**src/rtl/psum_accumulator_pkg.sv**
```systemverilog
// Shared widths for the MAC array and its downstream partial-sum accumulator,
// plus the state encoding implied by (chunk count nonzero, result pending).
package psum_accumulator_pkg;

    localparam int BW        = 8;
    localparam int BW_PSUM   = 2 * BW + 6;
    localparam int NUM_CHUNK = 8;
    localparam int CNT_BW    = $clog2(NUM_CHUNK);
    localparam int BW_ACC    = BW_PSUM + CNT_BW;

    // Encoded as {out_valid, cnt != 0}.
    typedef enum logic [1:0] {
        ST_IDLE       = 2'b00,
        ST_ACCUM      = 2'b01,
        ST_HOLD       = 2'b10,
        ST_HOLD_ACCUM = 2'b11
    } acc_state_e;

endpackage

```
**src/rtl/psum_accumulator.sv**
```systemverilog
// Sums num_chunk signed MAC partial sums into one row result and holds it in a
// one-entry valid/ready output register; the next row may accumulate meanwhile.
module psum_accumulator
    import psum_accumulator_pkg::*;
#(
    parameter int bw_psum   = BW_PSUM,
    parameter int num_chunk = NUM_CHUNK,
    parameter int cnt_bw    = CNT_BW,
    parameter int bw_acc    = BW_ACC
) (
    input  logic                      clk,
    input  logic                      reset,
    input  logic                      acc_clr,
    input  logic signed [bw_psum-1:0] in_psum,
    input  logic                      in_valid,
    output logic                      in_ready,
    output logic signed [bw_acc-1:0]  out_data,
    output logic                      out_valid,
    input  logic                      out_ready,
    output logic                      busy
);

    function automatic logic signed [bw_acc-1:0] sext(input logic signed [bw_psum-1:0] x);
        return {{(bw_acc - bw_psum){x[bw_psum-1]}}, x};
    endfunction

    logic        [cnt_bw-1:0] r_cnt_p0;
    logic signed [bw_acc-1:0] r_acc_p0;
    logic signed [bw_acc-1:0] r_out_data_p1;
    logic                     r_out_vld_p1;

    acc_state_e               w_state;
    logic                     w_last;
    logic                     w_stall;
    logic                     w_accept;
    logic                     w_final;
    logic signed [bw_acc-1:0] w_sum;

    assign w_state  = acc_state_e'({r_out_vld_p1, r_cnt_p0 != '0});
    assign w_last   = (r_cnt_p0 == cnt_bw'(num_chunk - 1));
    // Only the final chunk can clobber a pending result; earlier chunks keep flowing.
    assign w_stall  = (w_state == ST_HOLD_ACCUM) && w_last && !out_ready;
    assign in_ready = !acc_clr && !w_stall;
    assign w_accept = in_valid && in_ready;
    assign w_final  = w_accept && w_last;
    assign w_sum    = ((r_cnt_p0 == '0) ? '0 : r_acc_p0) + sext(in_psum);

    // Stage p0: chunk counter and running accumulator
    always_ff @(posedge clk or posedge reset) begin
        if (reset) begin
            r_cnt_p0 <= '0;
            r_acc_p0 <= '0;
        end else if (acc_clr || w_final) begin
            r_cnt_p0 <= '0;
            r_acc_p0 <= '0;
        end else if (w_accept) begin
            r_cnt_p0 <= r_cnt_p0 + cnt_bw'(1);
            r_acc_p0 <= w_sum;
        end
    end

    // Stage p1: one-entry output register; a drain and a new result may coincide
    always_ff @(posedge clk or posedge reset) begin
        if (reset) begin
            r_out_data_p1 <= '0;
            r_out_vld_p1  <= 1'b0;
        end else if (w_final) begin
            r_out_data_p1 <= w_sum;
            r_out_vld_p1  <= 1'b1;
        end else if (out_ready) begin
            r_out_vld_p1  <= 1'b0;
        end
    end

    assign out_data  = r_out_data_p1;
    assign out_valid = r_out_vld_p1;
    assign busy      = (r_cnt_p0 != '0);

endmodule

```
**config.mk**
```make
export PLATFORM = sky130hd
export DESIGN_NAME = psum_accumulator
export DESIGN_NICKNAME = d
export VERILOG_FILES = /design/src/rtl/psum_accumulator_pkg.sv /design/src/rtl/psum_accumulator.sv
export SDC_FILE = /design/constraint.sdc
export NUM_CORES = 1
export LEC_CHECK = 0
export CORE_MARGIN = 2
export CORE_UTILIZATION = 40
export DETAILED_ROUTE_END_ITERATION = 6
export GPL_TIMING_DRIVEN = 0
export PLACE_DENSITY = 0.68
export SLEW_MARGIN = 20
export SYNTH_ARGS = -nofsm -noshare
export SYNTH_HDL_FRONTEND = slang
export SYNTH_SLANG_ARGS = --single-unit
```
**constraint.sdc**
```tcl
create_clock -name clk -period 4.3 [get_ports clk]
set_clock_uncertainty 0.1 [all_clocks]
set_input_delay 0.43 -clock clk [delete_from_list [all_inputs] [get_ports clk]]
set_output_delay 0.43 -clock clk [all_outputs]
set_load 0.01 [all_outputs]
```
# After elaboration in Yosys (flattened, before gate mapping)
# Index checks and enable logic that the tools add are counted.
dict set report classes {
  n_addsub 2
  eq_ne 2
  mux 7
  reduce_logical 13
}
# op n
set ops {}
lappend ops {{$mux W25} 3}
lappend ops {{$add A25 B25 Y25} 1}
lappend ops {{$mux W3} 2}
lappend ops {{$logic_and A1 B1 Y1} 5}
lappend ops {{$reduce_bool A2 Y1} 2}
lappend ops {{$add A3 B1 Y3 const B} 1}
lappend ops {{$eq A3 B3 Y1 const B} 1}
lappend ops {{$logic_not A1 Y1} 3}
lappend ops {{$logic_not A3 Y1} 1}
lappend ops {{$reduce_bool A3 Y1} 1}
lappend ops {{$eq A2 B2 Y1 const B} 1}
lappend ops {{$mux W1} 2}
lappend ops {{$logic_or A1 B1 Y1} 1}
dict set report totals {
  register_bits 54
  input_bits 27
  out_inout_bits 28
}

# Longest topological paths before layout
dict set report depth {
  word_depth 10
  depth_mapped 15
  ltp_nobuf 12
}

# Worst setup path before layout
# Ideal clock, no wire load.
dict set report synth_timing {
  kind {reg2reg}
  start {register r_cnt_p0[0]}
  end {register r_out_data_p1[20] (netlist: out_data[20])}
  setup_ns 0.128
  arrival_ns 2.971
  required_ns 4.072
  slack_ns 1.102
  path_stages_with_launch 15
  synth_period_minus_slack_ns 3.198
  path_cell_list {dfrtp_1 inv_1 ha_1 nand2b_1 clkbuf_1 clkbuf_1 and2_1 ha_1 fa_1 a31o_2 a21oi_4 o41ai_2 a311oi_2 xnor2_1 mux2_1}
}
dict set report synth_via {
  elab_chain_len 8
  elab_cells_between_ends 12
  cone_classes {add/sub: 1; eq/ne: 2; mux: 1; reduce/logical: 8}
}
# element line
set synth_lines {}
lappend synth_lines {{start: declaration} psum_accumulator.sv:27} ;# logic [cnt_bw-1:0] r_cnt_p0;
lappend synth_lines {{start signal: assignment} psum_accumulator.sv:57} ;# r_cnt_p0 <= r_cnt_p0 + cnt_bw'(1);
lappend synth_lines {{$reduce_bool A3 Y1} -}
lappend synth_lines {{via busy} psum_accumulator.sv:20} ;# output logic busy
lappend synth_lines {{$eq A2 B2 Y1} psum_accumulator.sv:42} ;# assign w_stall = (w_state == ST_HOLD_ACCUM) && w_last && !out_ready;
lappend synth_lines {{$logic_and A1 B1 Y1 (2 in series)} psum_accumulator.sv:42}
lappend synth_lines {{$logic_not A1 Y1} psum_accumulator.sv:43} ;# assign in_ready = !acc_clr && !w_stall;
lappend synth_lines {{$logic_and A1 B1 Y1} psum_accumulator.sv:43}
lappend synth_lines {{$logic_and A1 B1 Y1} psum_accumulator.sv:44} ;# assign w_accept = in_valid && in_ready;
lappend synth_lines {{$logic_and A1 B1 Y1} psum_accumulator.sv:45} ;# assign w_final = w_accept && w_last;
lappend synth_lines {{end signal: assignment} psum_accumulator.sv:68} ;# r_out_data_p1 <= w_sum;
lappend synth_lines {{end: declaration} psum_accumulator.sv:29} ;# logic signed [bw_acc-1:0] r_out_data_p1;
# The timed path passes the listed nets, and every way through them passes these cells.
# A chain may end at the register's enable or synchronous reset.

# Worst setup path in the final report
dict set report layout_timing {
  start {register r_cnt_p0[0]}
  end {register r_out_data_p1[20] (netlist: out_data[20])}
}
dict set report layout_via {
  elab_chain_len 8
  elab_cells_between_ends 12
  cone_classes {add/sub: 1; eq/ne: 2; mux: 1; reduce/logical: 8}
}
# element
set layout_lines {}
lappend layout_lines {{branches (longest 8 deep; another with $add A25 B25 Y25)}}
# Parallel ways; which one is timed is not known.

==> qor.csv <==
stage,metric,value,unit
run_status,status,completed,
flow_run,maxCapViolCount,0,
route,num_vias,2825,
worst_setup_path,path_cells,"inv_1, ha_1, nand2b_1, clkbuf_1, clkbuf_1, and2_1, ha_1, fa_1, a31o_2, a21oi_4, o41ai_2, a311oi_2, xnor2_1, mux2_1",
place,portBuffers,54,
logic_synthesis,synthCells,358,
global_route,grt_max_degree,55,
logic_synthesis,yosysUniqueCellTypes,43,
global_route,antenna_found_initial,0,
cts,cts_resized,0,
route,viasPerCell,5.381,
timing,max_freq,258.4,MHz
logic_synthesis,synth-edff-count,0,
cts,cts_hold_buf,0,
cts,tritoncts,yes,
cts,h-tree-depth,2,
route,drc,0,
timing,worstMarginPinSlew,0.8003,ns
pwr,p_seq_frac,0.511,
worst_setup_path,worst-setup-path-type,reg -> reg,
floorplan,boundaryPins,55,
pwr,switchingPower,315.2,uW
route,routed_wirelength,8.121,mm
route,dr.pass1.iters,4,
layout,syn2layout_area_growth,22.86,%
global_route,grt_usage,0.1905,
logic_synthesis,synth_top_family_by_area,compound AO/OA/AOI/OAI gates,
worst_setup_path,cpMaxStageDelayCell,o41ai_2,
pwr,pwr-share-clk,0.286,
timing,hold_viol,0,
logic_synthesis,synth_warnings,0,
global_route,grt.overflow.total,0,
cts,cts_max_path_buffers,2,
logic_synthesis,synth-seq-cells,54,
floorplan,start_util,0.4111,
worst_hold_path,worstHoldPathType,reg -> reg,
worst_setup_path,cp_max_fo,10,
floorplan,die_h,95.66,um
place,place.gp.congestion,0.9302,
pwr,p_int,734.4,uW
worst_setup_path,crit_arrival,3.98,ns
cts,cts_setup_buffers,0,
pwr,sw_frac_of_total,0.3003,
route,wl_per_cell,15.47,um
worst_setup_path,slowest_delay,0.60,ns
place,dp_hpwl,6.102,mm
cts,cts_num_sinks,54,
logic_synthesis,synthFlopType,dfrtp_1,
timing,rsz0062_at_grt,false,
worst_setup_path,cp-end-kind,flop,
route,drtIter0Drc,142,
logic_synthesis,synth_mux_area_frac,0.02345,
worst_setup_path,cp_top_family,compound AO/OA/AOI/OAI gates,
logic_synthesis,syn-mean-instance-area,9.387,um2
layout,stdcell_area,4129,um2
timing,final.setup.tns,0,ns
global_route,grt_pass1_wl,13.62,mm
pwr,combPwrFrac,0.202,
logic_synthesis,synth-xor-area-share,0.06255,
global_route,grt_pass1_vias,2805,
floorplan,die_w,95.66,um
timing,max_slew_margin,0.4645,
timing,period_share,0.9000,
logic_synthesis,synthSimpleGateAreaFrac,0.1582,
layout,drive_gt1_frac,0.06190,
logic_synthesis,synthAdderAreaFrac,0.1065,
worst_setup_path,cp_num_buf_inv,3,
worst_setup_path,start_kind,flop,
pwr,leakagePower,0.001889,uW
layout,antenna_cells,0,
worst_setup_path,crit_required,4.41,ns
pwr,vdd_ir_drop_max,0.0001526,V
route,ant_nets,0,
floorplan,fp-row-count,33,
floorplan,die_area,9151,um2
layout,finalNetCount,474,
cts,numCtsBuffers,5,
cts,clock_latency,0.32,ns
pwr,cellPowerDensity,254.2,nW/um2
logic_synthesis,synth-compound-area-share,0.2249,
timing,setup-violations-final,0,
logic_synthesis,async_reset_ff_frac,1.000,
logic_synthesis,ys_seq_area_frac,0.4021,
timing,period_minus_slack,3.870,ns
cts,path_clk_slew,0.11,ns
logic_synthesis,syn-num-nets,413,
timing,slew_violations,0,
floorplan,core,8175,um2
logic_synthesis,synthesis.area,3361,um2
place,place_area,4035,um2
cts,root_buffer,clkbuf_8,
==> flip-flops by register name, indices dropped and copies added (netlist names) <==
register	flops
r_acc_p0	25
r_cnt_p0	3
out_data	25
out_valid	1
==> layout make-up <==
type | instances | area [um2]
multi-input cells | 284 | 1934
plain buffers | 11 | 41.29
fillers | 783 | 4046
inverters | 9 | 36.28
clock buffers | 5 | 68.82
clock inverters | 3 | 25.02
repair buffers | 54 | 540.5
well taps | 105 | 131.4
flip-flops and latches | 54 | 1351
==> power groups by stage <==
| stage | combinational (uW) | sequential [uW] | clock [uW] |
|---|---|---|---|
| floorplan | 141 | 544 | 0 |
| global placement | 208 | 546 | 0 |
| detailed placement | 212 | 547 | 0 |
| CTS | 213 | 537 | 312 |
| global route | 237 | 540 | 327 |
| finish | 212 | 537 | 300 |
==> metal layers <==
metal | vias to the layer above | global-route usage | part of all wire
li1 | 1401 | - | -
met1 | 1357 | 0.2677 | 0.48
met2 | 62 | 0.3129 | 0.48
met3 | 5 | 0.02292 | 0.039
met4 | 0 | 0.04643 | 0.0071
met5 | - | 0 | 0
==> cell families after synthesis <==
group | count (synthesis)
simple gates | 111
xor+xnor | 24
buf+inv | 20
compound gates | 114
fa+ha+maj | 28
flops | 54
mux | 7
==> tightest hold or removal path: stages, from the launching register on <==
cell and delay (ns):
dfrtp_1 0.35, nand2_1 0.04, o21ai_0 0.06
==> layout by cell type, fill, tap and decap left out, drive strengths merged, types with 3 or more instances in the layout <==
cell	netlist	layout
a211oi	3	3
a21o	8	8
a21oi	23	23
a22o	9	9
a31oi	4	4
and2	25	25
clkbuf	11	16
clkdlybuf4s50	0	54
dfrtp	54	54
ha	27	27
inv	9	10
mux2	7	7
nand2	54	54
nand2b	4	4
nand3	4	4
nand4	4	4
nor2	9	9
nor3	4	4
o21ai	45	45
o21bai	6	6
xnor2	15	15
xor2	9	9
==> metrics by stage <==
stage | setup slack, ns | util | total power (uW) | std cells | hold slack, ns
after floorplan | 1.102 | - | 684.5 | 358 | 0.3418
after CTS | 0.4121 | 0.5051 | 1062 | 525 | 0.3859
after global routing | 0.1361 | 0.5051 | 1104 | 525 | 0.4192
after global placement | 0.4117 | 0.4933 | 754.0 | 517 | 0.3542
final | 0.4301 | 0.5051 | 1050 | 525 | 0.3815
after detailed placement | 0.4505 | 0.4936 | 758.9 | 517 | 0.3624
==> cell usage after synthesis (all sizes together) (6+ instances only) <==
library cell  count  area (um2)
dfrtp            54        1351
nand2            54       202.7
o21ai            45       225.2
ha               27       337.8
and2             25       156.4
a21oi            23       137.6
xnor2            15       131.4
clkbuf           11       41.29
a22o              9       78.83
inv               9       33.78
nor2              9       33.78
xor2              9       78.83
a21o              8       60.06
mux2              7       78.82
o21bai            6       45.04
==> path summary, 6_finish.rpt <==
path	startpoint	endpoint	slack [ns]	depth (start not counted)
max	r_cnt_p0[0]	out_data[20]	0.43	14
min	r_acc_p0[6]	r_acc_p0[6]	0.38	2
max reg2reg	r_cnt_p0[0]	out_data[20]	0.43	14
min reg2reg	r_acc_p0[6]	r_acc_p0[6]	0.38	2
max in group asynchronous	reset	r_acc_p0[16]	3.19	2
min in group asynchronous	reset	r_cnt_p0[1]	0.45	2
Power figures use the tool's default switching activity.
